`src/rtl/sonar_pkg.sv`:
```
// Shared constants for the sonar audio front end (PDM CIC, IIR and MAF stages).
package sonar_pkg;

  localparam int unsigned CIC_ORDER      = 4;
  localparam int unsigned CIC_DECIM_LOG2 = 6;
  localparam int unsigned PCM_W          = 16;
  localparam int unsigned CIC_ACC_W      = CIC_ORDER * CIC_DECIM_LOG2 + 2;
  // Right shift that brings the CIC gain R^N back to the PCM full-scale.
  localparam int unsigned CIC_SHIFT      = CIC_ORDER * CIC_DECIM_LOG2 - (PCM_W - 1);

endpackage

```
`src/rtl/pdm_sampler.sv`:
```
// PDM capture: data synchronizer, mic-clock edge detect and L/R edge select.
module pdm_sampler (
  input  logic clk,
  input  logic rst,
  input  logic edge_sel,
  input  logic mclk_i,
  input  logic pdm_i,
  output logic sample_stb,
  output logic sample_bit
);

  logic [1:0] pdm_sync;
  logic       mclk_q;
  logic       edge_c;

  // edge_sel=0 selects mclk rising edges, 1 selects falling edges.
  always_comb begin
    edge_c = 1'b0;
    if (edge_sel) edge_c = mclk_q & ~mclk_i;
    else          edge_c = mclk_i & ~mclk_q;
  end

  always_ff @(posedge clk) begin
    if (rst) begin
      pdm_sync   <= 2'b00;
      mclk_q     <= 1'b0;
      sample_stb <= 1'b0;
      sample_bit <= 1'b0;
    end else begin
      pdm_sync   <= {pdm_sync[0], pdm_i};
      mclk_q     <= mclk_i;
      sample_stb <= edge_c;
      if (edge_c) sample_bit <= pdm_sync[1];
    end
  end

endmodule

```
`src/rtl/pdm_cic_decimator.sv`:
```
// PDM-to-PCM front end: edge-sampled 1-bit stream into an ORDER-stage CIC
// decimator by 2^DECIM_LOG2, scaled and saturated to signed OUT_W PCM.
module pdm_cic_decimator
  import sonar_pkg::*;
#(
  parameter int unsigned ORDER      = CIC_ORDER,
  parameter int unsigned DECIM_LOG2 = CIC_DECIM_LOG2,
  parameter int unsigned OUT_W      = PCM_W,
  parameter int unsigned ACC_W      = ORDER * DECIM_LOG2 + 2
) (
  input  logic                    clk,
  input  logic                    rst,
  input  logic                    en,
  input  logic                    edge_sel,
  input  logic                    mclk_i,
  input  logic                    pdm_i,
  output logic signed [OUT_W-1:0] pcm_o,
  output logic                    pcm_valid_o,
  output logic                    sat_o
);

  localparam int unsigned SHIFT = ORDER * DECIM_LOG2 - (OUT_W - 1);
  localparam logic [DECIM_LOG2-1:0] CNT_LAST  = '1;
  localparam logic [2:0]            WARM_DONE = 3'(ORDER);
  localparam logic signed [ACC_W-1:0] PCM_MAX = ACC_W'((1 << (OUT_W - 1)) - 1);
  localparam logic signed [ACC_W-1:0] PCM_MIN = ~PCM_MAX;

  logic                    sample_stb;
  logic                    sample_bit;
  logic                    sample_en_stb;
  logic                    dec_stb;
  logic                    dec_en_stb;
  logic [DECIM_LOG2-1:0]   dec_cnt;
  logic [2:0]              warm_cnt;
  logic signed [ACC_W-1:0] x_in;
  logic signed [ACC_W-1:0] comb_out;
  logic signed [ACC_W-1:0] scaled_c;
  logic signed [OUT_W-1:0] pcm_next_c;
  logic                    clip_c;

  pdm_sampler u_sampler (
    .clk        (clk),
    .rst        (rst),
    .edge_sel   (edge_sel),
    .mclk_i     (mclk_i),
    .pdm_i      (pdm_i),
    .sample_stb (sample_stb),
    .sample_bit (sample_bit)
  );

  // Gating at the point of use drops any strobe that lands while en is low.
  assign sample_en_stb = sample_stb & en;
  assign dec_en_stb    = dec_stb & en;

  // Bit 1 -> +1, bit 0 -> -1.
  assign x_in = {{(ACC_W-1){~sample_bit}}, 1'b1};

  // Integrators wrap modulo 2^ACC_W; the combs recover the exact difference.
  for (genvar g = 0; g < ORDER; g++) begin : g_int
    logic signed [ACC_W-1:0] acc;
    logic signed [ACC_W-1:0] in_v;
    if (g == 0) begin : g_first
      assign in_v = x_in;
    end else begin : g_rest
      assign in_v = g_int[g-1].acc;
    end
    always_ff @(posedge clk) begin
      if (rst)                acc <= '0;
      else if (sample_en_stb) acc <= acc + in_v;
    end
  end

  for (genvar g = 0; g < ORDER; g++) begin : g_comb
    logic signed [ACC_W-1:0] x;
    logic signed [ACC_W-1:0] y;
    logic signed [ACC_W-1:0] dly;
    if (g == 0) begin : g_first
      assign x = g_int[ORDER-1].acc;
    end else begin : g_rest
      assign x = g_comb[g-1].y;
    end
    assign y = x - dly;
    always_ff @(posedge clk) begin
      if (rst)             dly <= '0;
      else if (dec_en_stb) dly <= x;
    end
  end

  assign comb_out = g_comb[ORDER-1].y;
  assign scaled_c = comb_out >>> SHIFT;

  // Clamp the scaled chain output to the signed PCM range.
  always_comb begin
    pcm_next_c = OUT_W'(scaled_c);
    clip_c     = 1'b0;
    if (scaled_c > PCM_MAX) begin
      pcm_next_c = OUT_W'(PCM_MAX);
      clip_c     = 1'b1;
    end else if (scaled_c < PCM_MIN) begin
      pcm_next_c = OUT_W'(PCM_MIN);
      clip_c     = 1'b1;
    end
  end

  // Decimation, warm-up suppression and PCM output registers.
  always_ff @(posedge clk) begin
    if (rst) begin
      dec_cnt     <= '0;
      dec_stb     <= 1'b0;
      warm_cnt    <= 3'd0;
      pcm_o       <= '0;
      pcm_valid_o <= 1'b0;
      sat_o       <= 1'b0;
    end else begin
      dec_stb     <= sample_en_stb && (dec_cnt == CNT_LAST);
      pcm_valid_o <= 1'b0;
      if (sample_en_stb) dec_cnt <= dec_cnt + DECIM_LOG2'(1);
      if (dec_en_stb) begin
        pcm_o       <= pcm_next_c;
        pcm_valid_o <= (warm_cnt == WARM_DONE);
        if (warm_cnt != WARM_DONE) warm_cnt <= warm_cnt + 3'd1;
        if (clip_c) sat_o <= 1'b1;
      end
    end
  end

endmodule

```
`config.mk`:
```
export PLATFORM = sky130hd
export DESIGN_NAME = pdm_cic_decimator
export DESIGN_NICKNAME = d
export VERILOG_FILES = /design/src/rtl/sonar_pkg.sv /design/src/rtl/pdm_sampler.sv /design/src/rtl/pdm_cic_decimator.sv
export SDC_FILE = /design/constraint.sdc
export NUM_CORES = 1
export LEC_CHECK = 0
export ABC_AREA = 1
export ABC_CLOCK_PERIOD_IN_PS = 5710
export CELL_PAD_IN_SITES_DETAIL_PLACEMENT = 1
export CELL_PAD_IN_SITES_GLOBAL_PLACEMENT = 1
export CORE_ASPECT_RATIO = 1.5
export CORE_UTILIZATION = 43
export CTS_CLUSTER_DIAMETER = 200
export DETAILED_ROUTE_END_ITERATION = 16
export PLACE_DENSITY = 0.8
export SLEW_MARGIN = 25
export SYNTH_ARGS = -nofsm -noshare
export SYNTH_HDL_FRONTEND = slang
export SYNTH_SLANG_ARGS = --single-unit
```
`constraint.sdc`:
```
create_clock -name clk -period 5.71 [get_ports clk]
set_input_delay 1.142 -clock clk [delete_from_list [all_inputs] [get_ports clk]]
set_output_delay 1.142 -clock clk [all_outputs]
set_load 0.05 [all_outputs]
```
* After elaboration in Yosys (flattened, before gate mapping)
Index checks and enable logic that the tools add are counted.
Word-level totals: flip-flop bits (word level) 241, input bits 6, output and inout bits 18, word-level logic and storage cells 50
Cells by class: add/subtract/negate cells 10, magnitude comparators 2, eq/ne operators 3, multiplexer cells 5, bitwise gates (word level) 8, reductions and logical operators 4
Operators with widths (number):
- $sub 26x26->26 | 4
- $add 26x26->26 | 3
- $mux 16 | 2
- $add 26x2->26 | 1
- $gt 17x16->1 const B | 1
- $lt 17x16->1 const B | 1
- $add 6x1->6 const B | 1
- $eq 6x6->1 const B | 1
- $and 1x1->1 | 4
- $not 1->1 | 4
- $reduce_and 2->1 | 2
- $add 3x1->3 const B | 1
- $eq 3x3->1 const B | 1
- $mux 1 | 3
- $ne 3x3->1 const B | 1
- $reduce_or 2->1 | 1
- $logic_and 1x1->1 | 1

* Depth between registers and ports, before layout
word-level depth 8, gate-level depth with buffers 44, depth with buffers taken out 44

* Modules after synthesis
From an unflattened synthesis, not the netlist that was laid out.
Unflattened totals: cell total of the unflattened synthesis 2646, area total of the unflattened synthesis 18171.2 µm²
Modules (own cells, without submodules):
- pdm_cic_decimator | times used 1, cells an instance 2624, area an instance 17986.0 µm², seq. area each 4724.5 µm²
- pdm_sampler | times used 1, cells an instance 22, area an instance 185.2 µm², seq. area each 100.1 µm²

* Worst setup path after synthesis
OpenSTA, ideal clock, no wires.
path type register -> register, start register g_int[3].acc[0], in the netlist g_comb[0].x[0], end register pcm_o[10], library setup time 0.122 ns, data arrival time 6.040 ns, data required time 5.588 ns, path slack -0.452 ns, cell stages (with the launch flop) 42, buffers on the path 1, clock period less this slack 6.162 ns, path through dfxtp_1 -> inv_1 -> ha_1 -> fa_1 -> o21ai_1 -> a21oi_1 -> o21ai_1 -> a21oi_1 -> xnor2_1 -> ha_1 -> nand2_1 -> nor2_1 -> nand2_1 -> o211ai_1 -> a31oi_1 -> o21ai_0 -> nand3_1 -> nand2_1 -> [... 6 more ...] -> a21oi_1 -> nand3_1 -> xor2_1 -> ha_1 -> nand2_1 -> nor4_1 -> nand3_1 -> nand3_1 -> nand2_1 -> nand3_1 -> a21oi_1 -> inv_1 -> nand3_2 -> nand3_2 -> nand2_1 -> inv_2 -> buf_6 -> a21oi_2
On the way: longest elaborated chain between the ends 7, elaborated cells between the ends (all ways) 8, classes of those cells add/sub: 4; order compare: 2; mux: 2
RTL lines:
- from (decl) | line pdm_cic_decimator.sv:60 | logic signed [ACC_W-1:0] acc;
- from (signal assigned) | line pdm_cic_decimator.sv:69 | else if (sample_en_stb) acc <= acc + in_v;
- $sub 26x26->26 (*) | line pdm_cic_decimator.sv:82 | assign y = x - dly;
- named net g_comb[0].y[10] | line pdm_cic_decimator.sv:75 | logic signed [ACC_W-1:0] y;
- $sub 26x26->26 (*) | line pdm_cic_decimator.sv:82
- named net g_comb[1].y[18] | line pdm_cic_decimator.sv:75
- $sub 26x26->26 (*) | line pdm_cic_decimator.sv:82
- named net g_comb[2].y[19] | line pdm_cic_decimator.sv:75
- $sub 26x26->26 (*) | line pdm_cic_decimator.sv:82
- $lt 17x16->1 | line pdm_cic_decimator.sv:99 | end else if (scaled_c < PCM_MIN) begin
- $mux 16 | line pdm_cic_decimator.sv:99
- $mux 16 (*) | line pdm_cic_decimator.sv:96 | if (scaled_c > PCM_MAX) begin
- to (signal assigned) | line pdm_cic_decimator.sv:119 | pcm_o <= pcm_next_c;
- to (decl) | line pdm_cic_decimator.sv:17 | output logic signed [OUT_W-1:0] pcm_o,
Mark *: on every way through the listed nets, which the timed path passes. The rest lies on a longest branch. A chain may end at the register's enable or synchronous reset.

* Worst setup path in the final report
start register g_int[3].acc[0], in the netlist g_comb[0].x[0], end register pcm_o[13]
The elaborated chain is that of the path after synthesis.

==> qor.yml <==
grt_first_pass_wirelength_um: 107000
startpoint_type: "flip-flop"
antenna_found_initial: 3
die_h_um: 254
slew_headroom_pct: 22.4
dr.pass1.iters: 7
ant_nets: 0
synth-compound-area-share_pct: 23.4
die_w_um: 170
syn-instance-count: 2623
drive_above_1_share_pct: 19.0
synth_mux_area_share_pct: 0
endpoint_kind: "flip-flop"
start_util_pct: 43.5
hold_ws_ps: 418
clk_path_buf_depth: 3
grt_pass1_vias: 21100
instances_no_fill: 3497
syn_nets: 2837
cp_common_cell: "buf_4"
hpwl_um: 45500
areaGrowthSynthToFinish_pct: 27.1
synth-xor-area-share_pct: 7.78
violations: "negative setup slack"
tightest_slew_ps: 1150
r2r_start: "g_comb[0].x[0]"
r2r-end: "pcm_o[13]"
hold_path_startpoint: "u_sampler.pdm_sync[0]"
worst-r2r-cell-count: 36
drc: 0
ys_seq_area_share_pct: 26.5
grt_usage_pct: 31.1
cts_made_buffers: 28
fin_skew_ps: 31.4
finalInstanceArea_um2: 23200
grt-ovfl-total: 0
status: "finished, violations left"
cp_max_fo: 4
netlist_area_um2: 18200
hold_violations: 0
holdPathStages: 2
max_cap_viol_count: 0
finalCriticalPeriod_ps: 7290
finalWorstSetupSlack_ps: -1580
worstHoldPathType: "reg2reg"
ioPinCount: 24
dp.cells: 3398
vias: 20200
coreArea_um2: 41900
drt-total-wl_um: 77700
cts_root_buffer: "clkbuf_16"
finalMaxSlewViolations: 0
crit_slowest_cell: "xnor2_1"
hold_path_end: "u_sampler.pdm_sync[1]"
yosys.area_share.adder_pct: 14.6
clk_latency_ps: 600
period_share_pct: 128
setup_viol: 21
fmax_ghz: 0.137
syn_area_per_cell_um2: 6.95
cts_hold_buf: 0
synthSimpleGateAreaFrac_pct: 17.5
drt_iter0_markers: 871
fin_util_pct: 55.3
ys_warn_count: 0
clock_sinks: 241
max_stage_delay_ps: 690
nFillCells: 5304
worstPathRequired_ps: 6240
rows: 92
nets: 3124
gp_congestion: 0.908
grt_setup_unrepaired: "true"
post_drt_wl_per_cell_um: 22.2
synth_top_family_by_area: "compound AO/OA/AOI/OAI gates"
htree_levels: 1
ys_ff_latch: 241
grt_max_degree: 98
synth.distinct_cells: 57
cts_tree: "yes"
routed_via_density: 5.79
portBuffers: 23
path_clk_slew_ps: 70
r2r_slack_ps: -1580
crit_type: "reg2reg"
critPathArrivalTime_ps: 7820
dieArea_um2: 43300
dpl_cell_area_um2: 21000
routing by layer:
layer / GRT usage [%] / part of all wire [%]
met4: 20.8 / 9.2
met2: 64.2 / 53
met5: 0 / 0.037
met1: 27.3 / 33
met3: 3.55 / 5.2
stage by stage:
stage	TNS, ps	setup slack (ps)
final	-23800	-1580
after global routing	-31680	-1880
after CTS	-11820	-743
after detailed placement	-15540	-951
after global placement	-8800	-530
after floorplan	0	0.251
logic make-up after synthesis:
logic type / after synthesis
flops: 241
xor+xnor: 162
simple gates: 745
buf+inv: 495
compound gates: 772
fa+ha+maj: 208
sequential cells by signal (all words and copies together), names as in the netlist:
signal	count
dec_cnt	6
dec_stb	1
g_comb.dly	104
g_comb.x	26
g_int.acc	78
pcm_o	16
pcm_valid_o	1
sat_o	1
u_sampler.mclk_q	1
u_sampler.pdm_sync	2
u_sampler.sample_bit	1
u_sampler.sample_stb	1
warm_cnt	3
cell type report:
type / count / area [um^2] / share of cell area [%]
Multi-Input combinational cell: 1887 / 12500 / 53.8
Tap cell: 564 / 706 / 3.04
Clock buffer: 35 / 787 / 3.40
Timing Repair Buffer: 333 / 2630 / 11.3
Antenna cell: 1 / 2.50 / 0.0108
Sequential cell: 241 / 4830 / 20.8
Clock inverter: 17 / 183 / 0.788
Inverter: 419 / 1580 / 6.82
timing repair:
item	in CTS	in global routing
resized for setup	63	109
setup buffers	28	19
pin swaps	52	65
endpoints found under the setup margin	18	20
gates cloned	1	1
critical path: cells and delay by family (launching register included):
kind | cells | cell delay (ps)
AOI/OAI and AO/OA | 8 | 1330
xor gates and xnor gates | 4 | 1330
adders and majority gates | 5 | 1440
buffers and inverters | 6 | 890
DFF | 1 | 350
and+or+nand+nor | 13 | 1870
cells in the final DEF (no fill, tap or decap), types with 35 or more instances in the layout:
cell type,instances
nor2_1,243
ha_1,188
xor2_1,91
buf_4,302
a21oi_2,35
inv_1,407
nand3_1,82
xnor2_1,53
dfxtp_1,237
nand2_1,287
a21oi_1,306
o21ai_0,266
cells in the mapped netlist, drive strengths merged:
cell     count  share of area, %
o221ai      11              0.53
o211a        1             0.055
o31ai        1             0.041
a211oi       9              0.37
clkinv       2             0.048
clkbuf      71               1.5
a31oi       12              0.41
xnor2       57               2.7
nand2      336               7.4
nor2       253               5.3
buf          5              0.23
nor3b        2             0.082
a21o        17              0.70
a221oi       5              0.24
nand4        9              0.31
or4          1             0.041
ha         201                14
a31o         1             0.048
or2          3              0.10
o21ai      302               8.3
o311ai       1             0.048
o211ai      21              0.86
inv        417               8.6
xor2       105               5.0
a21oi      348               9.9
o21a        10              0.41
a21boi      11              0.47
nand3b       3              0.14
nand3       98               2.9
dfxtp      241                26
o21bai      16              0.68
nor4        13              0.45
o221a        2              0.12
o2111ai      2             0.096
a311oi       1             0.048
fa           7              0.77
a211o        1             0.048
nor3        27              0.77
worst max-delay path by stage:
stage | start | end | slack (ps) | depth (start not counted)
after CTS | g_comb[0].x[0] | pcm_o[5] | -740 | 43
after global placement | g_comb[0].x[0] | pcm_o[4] | -530 | 42
after floorplan | g_comb[0].x[0] | pcm_o[6] | 0.3 | 41
after global routing | g_comb[0].x[0] | pcm_o[13] | -1880 | 35
final | g_comb[0].x[0] | pcm_o[13] | -1580 | 36
after detailed placement | g_comb[0].dly[2] | pcm_o[1] | -950 | 42
Power is left out: the tool's default activity adds up to more than one toggle a clock period on the data nets, which glitch-free logic cannot reach.
==> RTL edit (same flow settings) <==
`CIC_DECIM_LOG2`: 6 -> 4.
--- a/src/rtl/sonar_pkg.sv
+++ b/src/rtl/sonar_pkg.sv
@@ -2,7 +2,7 @@
 package sonar_pkg;
 
   localparam int unsigned CIC_ORDER      = 4;
-  localparam int unsigned CIC_DECIM_LOG2 = 6;
+  localparam int unsigned CIC_DECIM_LOG2 = 4;
   localparam int unsigned PCM_W          = 16;
   localparam int unsigned CIC_ACC_W      = CIC_ORDER * CIC_DECIM_LOG2 + 2;
   // Right shift that brings the CIC gain R^N back to the PCM full-scale.
Check against the original RTL: no difference found for any inputs over 10 cycles, from zero or initial values and one cycle with rst high; that may be too few to reach the edited logic, so the function may still have changed.
==> RTL edit against the unedited design <==
The run still ends with negative setup slack left. Design area is 32% lower. Worst setup slack improved by 230 ps. Utilization down 0.051 points. Sequential cell count down 66. Sequential share of layout area rose by 1.3 points. Maximum frequency is 3.3% higher. Area after synthesis decreased by 32%. Highest routed layer is now met4. Die area shrank 31%. Global-route usage is 4.9 points lower. Routed wire length decreased by 41%.
==> RTL edit: results <==
{
  "status": "finished, violations left",
  "violations": "negative setup slack",
  "synth_area_leaders": "dfxtp_1 28%, ha_1 14%, inv_1 8.9%",
  "grt_max_degree": 81,
  "finalSetupViolCount": 18,
  "path_max_fanout": 8,
  "highest_layer": "met4",
  "place_hpwl_mm": 26.8,
  "yosysUniqueCellTypes": 42,
  "area_share_nonclk_buffers_pct": 10.0,
  "synthXorXnorAreaFrac_pct": 7.44,
  "ys_seq_area_share_pct": 28.1,
  "grt_use_total_pct": 26.1,
  "n_clock_buffer": 22,
  "via_per_inst": 5.53,
  "antenna_found_initial": 0,
  "routedWlPerCell_um": 19.4,
  "worst_hold_slack_ps": 408,
  "multi_input_area_share_pct": 53.3,
  "drt_iter0_drc": 525,
  "n_all_inverters": 299,
  "critical_path.slowest_cell": "xor2_1",
  "route.met2.wl_mm": 24.9,
  "dr_wl_met3_mm": 2.00,
  "setup_ws_ps": -1350,
  "htreeDepth": 4,
  "dp_cells": 2294,
  "cts_buffers": 17,
  "place_congestion": 0.836,
  "clk_latency_ps": 480,
  "gr-usage-met1_pct": 22.8
}
## RTL edit: timing repair
| item | in CTS | in global routing |
|---|---|---|
| pin swaps | 41 | 68 |
| hold buffers | 0 | 0 |
| endpoints found under the setup margin | 18 | 18 |
| setup buffers | 11 | 20 |
| hold endpoints to repair | 0 | 0 |
| resized for setup | 60 | 102 |
## RTL edit: per-stage QoR
stage          worst slack, ps  utilization (%)  setup TNS, ps
2_1_floorplan             49.0                -              0
3_3_place_gp              -476             49.4          -7610
3_5_place_dp              -761             49.4         -12600
4_1_cts                   -332             52.9          -5330
5_1_grt                  -1610             55.3         -26810
6_report                 -1350             55.3         -22160
## RTL edit: power by group
part           internal, mW  switching (mW)
Combinational          3.08            4.36
Sequential             1.25          0.0263
Clock                 0.833           0.547
## RTL edit: kinds of logic after synthesis
group	count (synthesis)
AO/OA/AOI/OAI	486
XOR/XNOR	106
adder cells (fa/ha/maj)	145
buffers and inverters	352
flip-flops	175
AND/OR/NAND/NOR	524
